==> src/rtl/ftdi_route_ctrl.sv <==
// rtl/ftdi_route_ctrl.sv - FTDI receive-stream packet steering to IQ FIFO or ECPU
module ftdi_route_ctrl #(
  parameter int           IQ_DATA_WIDTH = 24,
  parameter logic [7:0]   HDR_SYNC      = 8'hA5,
  parameter int           CNT_WIDTH     = 16
) (
  input  logic                     clk_i,
  input  logic                     rst_n_i,
  input  logic                     en_i,
  input  logic [IQ_DATA_WIDTH-1:0] f2a_data_i,
  input  logic                     f2a_we_i,
  input  logic                     fifo_full_i,
  input  logic                     cpu_busy_i,
  input  logic                     err_clr_i,
  output logic [IQ_DATA_WIDTH-1:0] f2a_data_o,
  output logic                     f2a_we_o,
  output logic [IQ_DATA_WIDTH-1:0] f2cpu_data_o,
  output logic                     f2cpu_we_o,
  output logic                     busy_o,
  output logic                     dest_o,
  output logic [CNT_WIDTH-1:0]     drop_cnt_o,
  output logic                     err_o
);

  localparam logic [0:0] ST_IDLE    = 1'b0;
  localparam logic [0:0] ST_PAYLOAD = 1'b1;

  logic [0:0] state;
  logic [7:0] remaining;

  logic word_valid;
  logic sync_hit;
  logic rsv_zero;
  logic hdr_ok;
  logic dest_ready;
  logic drop_evt;
  logic err_evt;

  assign word_valid = en_i && f2a_we_i;
  assign sync_hit   = (f2a_data_i[IQ_DATA_WIDTH-1 -: 8] == HDR_SYNC);
  assign rsv_zero   = (f2a_data_i[15:9] == 7'd0);
  assign hdr_ok     = sync_hit && rsv_zero;
  assign dest_ready = dest_o ? !cpu_busy_i : !fifo_full_i;
  assign busy_o     = (state == ST_PAYLOAD);

  // Every word that is neither a good header nor a delivered payload word is a drop;
  // only a corrupt header or an undeliverable payload word is an error.
  always_comb begin
    drop_evt = 1'b0;
    err_evt  = 1'b0;
    if (word_valid) begin
      if (state == ST_IDLE) begin
        drop_evt = !hdr_ok;
        err_evt  = sync_hit && !rsv_zero;
      end else begin
        drop_evt = !dest_ready;
        err_evt  = !dest_ready;
      end
    end
  end

  always_ff @(posedge clk_i or negedge rst_n_i) begin
    if (!rst_n_i) begin
      state     <= ST_IDLE;
      remaining <= 8'd0;
      dest_o    <= 1'b0;
    end else if (!en_i) begin
      state     <= ST_IDLE;
      remaining <= 8'd0;
    end else if (f2a_we_i) begin
      if (state == ST_IDLE) begin
        if (hdr_ok) begin
          dest_o    <= f2a_data_i[8];
          remaining <= f2a_data_i[7:0];
          state     <= (f2a_data_i[7:0] != 8'd0) ? ST_PAYLOAD : ST_IDLE;
        end
      end else begin
        remaining <= remaining - 8'd1;
        if (remaining == 8'd1) begin
          state <= ST_IDLE;
        end
      end
    end
  end

  // Data registers hold between strobes so downstream may sample them late.
  always_ff @(posedge clk_i or negedge rst_n_i) begin
    if (!rst_n_i) begin
      f2a_we_o     <= 1'b0;
      f2cpu_we_o   <= 1'b0;
      f2a_data_o   <= '0;
      f2cpu_data_o <= '0;
    end else begin
      f2a_we_o   <= 1'b0;
      f2cpu_we_o <= 1'b0;
      if (word_valid && (state == ST_PAYLOAD) && dest_ready) begin
        if (dest_o) begin
          f2cpu_we_o   <= 1'b1;
          f2cpu_data_o <= f2a_data_i;
        end else begin
          f2a_we_o   <= 1'b1;
          f2a_data_o <= f2a_data_i;
        end
      end
    end
  end

  always_ff @(posedge clk_i or negedge rst_n_i) begin
    if (!rst_n_i) begin
      drop_cnt_o <= '0;
      err_o      <= 1'b0;
    end else begin
      if (drop_evt && (drop_cnt_o != {CNT_WIDTH{1'b1}})) begin
        drop_cnt_o <= drop_cnt_o + 1'b1;
      end
      if (err_evt) begin
        err_o <= 1'b1;
      end else if (err_clr_i) begin
        err_o <= 1'b0;
      end
    end
  end

endmodule

==> config.mk <==
export PLATFORM = sky130hd
export DESIGN_NAME = ftdi_route_ctrl
export DESIGN_NICKNAME = d
export VERILOG_FILES = /design/src/rtl/ftdi_route_ctrl.sv
export SDC_FILE = /design/constraint.sdc
export NUM_CORES = 1
export LEC_CHECK = 0
export CAP_MARGIN = 20
export CORE_UTILIZATION = 40
export DETAILED_ROUTE_END_ITERATION = 10
export PLACE_DENSITY = 0.8
export SKIP_CTS_REPAIR_TIMING = 1
export SLEW_MARGIN = 20
export SYNTH_ARGS = -nofsm -noshare
export SYNTH_HDL_FRONTEND = slang
export SYNTH_SLANG_ARGS = --single-unit
==> constraint.sdc <==
create_clock -name clk_i -period 2.7 [get_ports clk_i]
set_input_delay 0.54 -clock clk_i [delete_from_list [all_inputs] [get_ports clk_i]]
set_output_delay 0.54 -clock clk_i [all_outputs]
set_load 0.005 [all_outputs]
==> summary.txt, run 1 <==
Run status
  • Status: finished clean

Pwr
  • Clock power share: 0.377
  • Pint: 1940 µW
  • Maximum vdd drop: 0.000410 V
  • LEAKAGE: 0.00217 µW
  • Pwr/cell area: 532 mW/mm²
  • Overall power: 2550 µW
  • Sw Ratio: 0.241
  • Comb pwr share: 0.124
  • Sequential share of power: 0.498
  • P_sw: 616 µW

Timing
  • Tightest Pin Transition: 0.984 ns
  • Max_slew headroom: 0.340
  • Fin. Hold Viols: 0
  • Fin crit share: 0.886
  • RSZ-0062 raised after global routing: false
  • Setup TNS: 0 ns
  • Fmax: 418 MHz
  • Setup Viol. Count Final: 0
  • Skew final: 0.00679 ns
  • Min cycle time layout: 2.39 ns
  • Max Slew Vio Count: 0

Logic synthesis
  • Sequential fraction of the synthesis area: 0.568
  • Netlist Area Pre-Place: 0.00339 mm²
  • #FFs+latches synth: 77
  • Most frequent cell after synthesis: dfrtp_1
  • Commonest cells in the netlist: 77 x dfrtp_1, 49 x mux2_2, 17 x nand2_1
  • EDFF count, synth: 0
  • Async S/R FF share, synth: 1.00
  • Ys Warns: 0
  • Syn nets: 302
  • Post-synthesis instance total: 268
  • Top post-synthesis cells by area: dfrtp_1 57%, mux2_2 16%, xnor2_1 3.9%, nand2_1 1.9%, nand4_1 1.7%
  • Largest area contributor in the netlist: dfrtp_1
  • Post-synth top area share: 0.568
  • Mean area per synthesized cell: 12.7 µm²
  • Netlist cell types: 45
  • Synth Flop Type: dfrtp_1

Drt
  • Total Wirelength: 8220 µm
  • DR vias/cell: 5.32
  • Drt drc: 0
  • Via Count: 2601
  • 1st-pass router iterations: 4
  • DRT iter0 DRCs: 83
  • Wire per inst: 16.8 µm
  • DRT antenna net count: 0

Clock network
  • CTS Sinks: 77
  • Reg clk slew, reported paths: 0.08 ns
  • CTS tree: done
  • H-tree lvl count: 3
  • Root Buffer: clkbuf_8
  • Clk_lat worst skew: 0.34 ns
  • Max clock buf depth: 2
  • CTS buffer count: 9

Placement
  • Port Buffer Count: 99
  • DPL Wire Length: 5830 µm
  • Global placer's final weighted congestion: 0.805

Hold path
  • Class of the worst hold path: input pin to async pin

Finish
  • Final core occ: 0.584
  • Nets: 413
  • Syn-to-layout area delta: 41.3%
  • Ant. Diodes: 0
  • Share of layout cells above drive strength 1: 0.214

Worst setup path
  • CP Data Arrival Time: 2.63 ns
  • Setup crit end kind: flop
  • Worst-path maximum fanout: 16
  • Worst Setup Path Type: input pin to flop
  • Element type at the critical path start: input pin
  • Required @ worst endpoint: 2.93 ns

Global route
  • Largest net degree at the start of global routing: 78
  • Vias in the first global route: 2688
  • Tot GR Track Use: 0.197
  • First-pass GRT wire length: 13200 µm
  • Gr ovfl total: 0
  • Antenna violations before repair: 0

Die
  • Row count: 33
  • Initial core utilization: 0.413
  • Core area: 0.00822 mm²
  • Die height: 94.1 µm
  • Die width: 94.1 µm
  • Die Footprint: 0.00886 mm²
  • Top Ports: 100

Run
  • Max-cap violations: 0
==> cell usage in the layout, fill, tap and decap left out, types with 3 or more instances in the layout <==
master           count
nand2_1             17
clkbuf_1             3
dfrtp_1             77
a21oi_1              7
buf_4               12
and3_1               4
clkbuf_8            10
nand3b_1             3
o21ai_0              8
ha_1                 3
clkdlybuf4s50_1     98
mux2_2              49
mux2i_1              4
nand4_1              9
nand3_1             10
xor2_1               3
nor2_1               9
a21o_1               3
nor4_1               3
xnor2_1             15
inv_1                5
==> power groups by stage <==
stage | Clock [µW] | Sequential, µW | Combinational (µW)
floorplan | 0 | 1280 | 110
global placement | 0 | 1290 | 309
detailed placement | 0 | 1290 | 317
CTS | 983 | 1270 | 321
global route | 1020 | 1280 | 348
finish | 963 | 1270 | 318
==> sequential cells by signal, summed over array words and instances, names as in the netlist <==
signal and count:
f2a_data_o 24, remaining 8, drop_cnt_o 16, f2cpu_we_o 1, busy_o 1, dest_o 1, f2cpu_data_o 24, err_o 1
f2a_we_o 1
==> worst paths after layout <==
path,startpoint,to,slack (ns),cells past startpoint
max in group asynchronous,rst_n_i,f2a_data_o[7]$_DFFE_PN0P_,1.72,1
min reg2reg,f2a_data_o[8]$_DFFE_PN0P_,f2a_data_o[8]$_DFFE_PN0P_,0.49,2
min,rst_n_i,remaining[3]$_DFFE_PN0P_,0.33,1
max reg2reg,dest_o$_DFFE_PN0P_,drop_cnt_o[11]$_DFFE_PN0P_,0.48,5
max,f2a_data_i[22],drop_cnt_o[11]$_DFFE_PN0P_,0.31,6
min in group clk_i,f2a_data_o[8]$_DFFE_PN0P_,f2a_data_o[8]$_DFFE_PN0P_,0.49,2
==> metal layers <==
layer | track usage | vias up | wire, µm
met5 | 0 | - | 0
met4 | 0.0782 | 0 | 78
met3 | 0.0502 | 7 | 461
met2 | 0.324 | 84 | 4120
met1 | 0.248 | 1326 | 3560
li1 | - | 1184 | -
==> kinds of logic after synthesis <==
logic type | Yosys count | synth area share
AOI/OAI and AO/OA | 27 | 0.0516
xor gates and xnor gates | 18 | 0.0464
adders and majority gates | 3 | 0.0111
buffers and inverters | 17 | 0.0199
DFF | 77 | 0.568
muxes | 53 | 0.174
and+or+nand+nor | 73 | 0.129
==> per-stage QoR <==
stage	setup WS [ns]	instance area, µm²	hold WS, ns	cells
after detailed placement	-0.0580	4580	0.476	473
after global placement	0.0411	4580	0.462	473
after CTS	0.305	4800	0.381	489
after global routing	0.138	4800	0.416	489
final	0.307	4800	0.327	489
after floorplan	0.515	3390	0.244	268
==> area by class of cell <==
| cell class | count | area [µm²] |
|---|---|---|
| fill | 679 | 3420 |
| tap | 105 | 131 |
| clock inverter | 3 | 68.8 |
| multi-input combinational | 174 | 1410 |
| clock buffer | 13 | 149 |
| inverter | 6 | 22.5 |
| sequential | 77 | 1930 |
| timing repair buffer | 111 | 1090 |
==> critical path, stage by stage <==
cell	delay (ns)
clkdlybuf4s50_1	0.50
nand4bb_1	0.27
nor4_2	0.12
nor3_2	0.75
nand4_1	0.26
xnor2_1	0.18
Note: power is estimated with default switching activity, not from simulation.
==> inputs of run 2 (changes only) <==
--- a/config.mk
+++ b/config.mk
@@ -7,8 +7,10 @@
 export LEC_CHECK = 0
 export CAP_MARGIN = 20
 export CORE_UTILIZATION = 40
+export CTS_BUF_LIST = sky130_fd_sc_hd__clkbuf_4 sky130_fd_sc_hd__clkbuf_8
 export DETAILED_ROUTE_END_ITERATION = 10
 export PLACE_DENSITY = 0.8
+export SETUP_SLACK_MARGIN = 0.02
 export SKIP_CTS_REPAIR_TIMING = 1
 export SLEW_MARGIN = 20
 export SYNTH_ARGS = -nofsm -noshare
==> summary.txt, run 2 (synthesized netlist as in run 1, its figures left out) <==
Placement
  • DPL Wire Length: 5830 µm (unchanged)
  • Global placer's final weighted congestion: 0.805 (unchanged)
  • Port Buffer Count: 99 (unchanged)
  • DP Area: 0.00458 mm² (unchanged)

Drt
  • DRT antenna net count: 0 (unchanged)
  • Drt drc: 0 (unchanged)
  • DRT iter0 DRCs: 99 (+19%)
  • Wire per inst: 16.9 µm (+0.51%)
  • 1st-pass router iterations: 4 (unchanged)
  • Via Count: 2617 (+0.62%)
  • Total Wirelength: 8260 µm (+0.51%)
  • DR vias/cell: 5.35 (+0.62%)

Die
  • Row count: 33 (unchanged)
  • Die height: 94.1 µm (unchanged)
  • Initial core utilization: 0.413 (unchanged)
  • Top Ports: 100 (unchanged)
  • Die Footprint: 0.00886 mm² (unchanged)
  • Core area: 0.00822 mm² (unchanged)
  • Die width: 94.1 µm (unchanged)

Worst setup path
  • Worst Setup Path Type: input pin to flop
  • Reg2Reg Setup Slack: 0.47 ns (about the same)
  • Worst-path maximum fanout: 16 (unchanged)
  • Worst R2R Path Depth: 5 (unchanged)
  • Element type at the critical path start: input pin
  • Critical-path top delay cell: nor3_2
  • Required @ worst endpoint: 2.93 ns (about the same)
  • FF-to-FF End: drop_cnt_o[11]$_DFFE_PN0P_
  • CP Data Arrival Time: 2.63 ns (about the same)
  • CP max stage delay: 0.75 ns (about the same)
  • Critical Path, Cell by Cell: clkdlybuf4s50_1 > nand4bb_1 > nor4_2 > nor3_2 > nand4_1 > xnor2_1
  • Worst Path Buf+Inv: 1 (unchanged)
  • R2R Path Start: dest_o$_DFFE_PN0P_
  • Crit-path leading delay family: simple AND/OR/NAND/NOR gates
  • Setup crit end kind: flop

Finish
  • Syn-to-layout area delta: 41.6%
  • Multi-input logic area: 0.00141 mm² (unchanged)
  • Top Registers: f2a_data_o: 24 flops, f2cpu_data_o: 24 flops, drop_cnt_o: 16 flops
  • Most common cell after layout, fill and taps aside: clkdlybuf4s50_1
  • Ant. Diodes: 0 (unchanged)
  • Most frequent cells in the layout: 98 x clkdlybuf4s50_1, 77 x dfrtp_1, 49 x mux2_2
  • Fill count: 675 (-0.59%)
  • Nets: 413 (unchanged)
  • Share of layout cells above drive strength 1: 0.221 (+0.00781)
  • Final instance area: 0.00481 mm² (+0.23%)
  • Final core occ: 0.585 (+0.00137)
  • Reg area: 0.00193 mm² (unchanged)

Global route
  • First-pass GRT wire length: 13200 µm (+0.21%)
  • Largest net degree at the start of global routing: 78 (unchanged)
  • Gr ovfl total: 0 (unchanged)
  • Vias in the first global route: 2685 (-0.11%)
  • Antenna violations before repair: 0 (unchanged)
  • Tot GR Track Use: 0.197 (about the same)

Clock network
  • CTS buffer count: 9 (unchanged)
  • CTS tree: done
  • Reg clk slew, reported paths: 0.08 ns (about the same)
  • Root Buffer: clkbuf_8
  • CTS Sinks: 77 (unchanged)
  • H-tree lvl count: 3 (unchanged)
  • Max clock buf depth: 2 (unchanged)
  • Clk_lat worst skew: 0.34 ns (about the same)

Timing
  • Fin crit share: 0.886 (about the same)
  • Max_slew headroom: 0.340 (-0.000720)
  • Fin. Hold Viols: 0 (unchanged)
  • Max Slew Vio Count: 0 (unchanged)
  • Fmax: 418 MHz (about the same)
  • Min cycle time layout: 2.39 ns (-0.000716 ns)
  • RSZ-0062 raised after global routing: false
  • Tightest Pin Transition: 0.985 ns (+0.00107 ns)
  • Skew final: 0.00825 ns (+0.00146 ns)
  • Setup Viol. Count Final: 0 (unchanged)
  • Setup TNS: 0 ns (unchanged)

Run
  • Max-cap violations: 0 (unchanged)

Pwr
  • LEAKAGE: 0.00218 µW (+0.47%)
  • P_sw: 616 µW (about the same)
  • Sw Ratio: 0.238 (-0.00263)
  • Clock power share: 0.385 (+0.008)
  • Maximum vdd drop: 0.000410 V (about the same)
  • Sequential share of power: 0.493 (-0.005)
  • Pint: 1970 µW (+1.6%)
  • Pwr/cell area: 538 mW/mm² (+0.97%)
  • Comb pwr share: 0.123 (about the same)

Run status
  • Status: finished clean

Hold path
  • Class of the worst hold path: input pin to async pin
-- run 2: worst reg2reg max path, cell delays in order (launching register included) --
cell     delay (ns)
dfrtp_1        0.46
mux2i_1        0.19
a21o_1         0.22
nor3_2         0.80
nand4_1        0.27
xnor2_1        0.18
-- run 2: how the worst max path moves through the flow --
stage | startpoint | end | slack (ns) | depth (start not counted)
5_1_grt | f2a_data_i[22] | drop_cnt_o[15]$_DFFE_PN0P_ | 0.14 | 6
2_1_floorplan | f2a_data_i[11] | remaining[5]$_DFFE_PN0P_ | 0.51 | 5
4_1_cts | f2a_data_i[20] | drop_cnt_o[15]$_DFFE_PN0P_ | 0.31 | 6
3_3_place_gp | f2a_data_i[20] | drop_cnt_o[1]$_DFFE_PN0P_ | 0.04 | 5
6_report | f2a_data_i[22] | drop_cnt_o[11]$_DFFE_PN0P_ | 0.31 | 6
3_5_place_dp | f2a_data_i[20] | drop_cnt_o[15]$_DFFE_PN0P_ | -0.06 | 6
-- run 2: metrics by stage --
| stage | std cells | total power [µW] | worst slack, ns | hold WS [ns] |
|---|---|---|---|---|
| global route | 489 | 2690 | 0.142 | 0.411 |
| finish | 489 | 2580 | 0.307 | 0.342 |
| global placement | 473 | 1600 | 0.0411 | 0.462 |
| floorplan | 268 | 1390 | 0.515 | 0.244 |
| detailed placement | 473 | 1610 | -0.0580 | 0.476 |
| CTS | 489 | 2610 | 0.305 | 0.381 |
-- run 2: power groups by stage --
stage	Clock, µW	Sequential (µW)	Combinational [µW]
final	994	1270	317
after floorplan	0	1280	110
after global placement	0	1290	309
after CTS	1010	1270	321
after detailed placement	0	1290	317
after global routing	1060	1280	348
-- run 2: per-layer routing --
layer	vias up	wire, µm	GRT usage	part of all wire
li1	1183	-	-	-
met1	1329	3510	0.248	0.42
met2	96	4090	0.323	0.50
met3	9	592	0.0599	0.072
met4	0	67	0.0641	0.0081
met5	-	0	0	0
-- run 2: final cells by class --
type                            instances  area share
Clock buffer                           13      0.0333
Clock inverter                          3      0.0143
Inverter                                6     0.00469
Multi-Input combinational cell        174       0.293
Sequential cell                        77       0.401
Tap cell                              105      0.0273
Timing Repair Buffer                  111       0.227
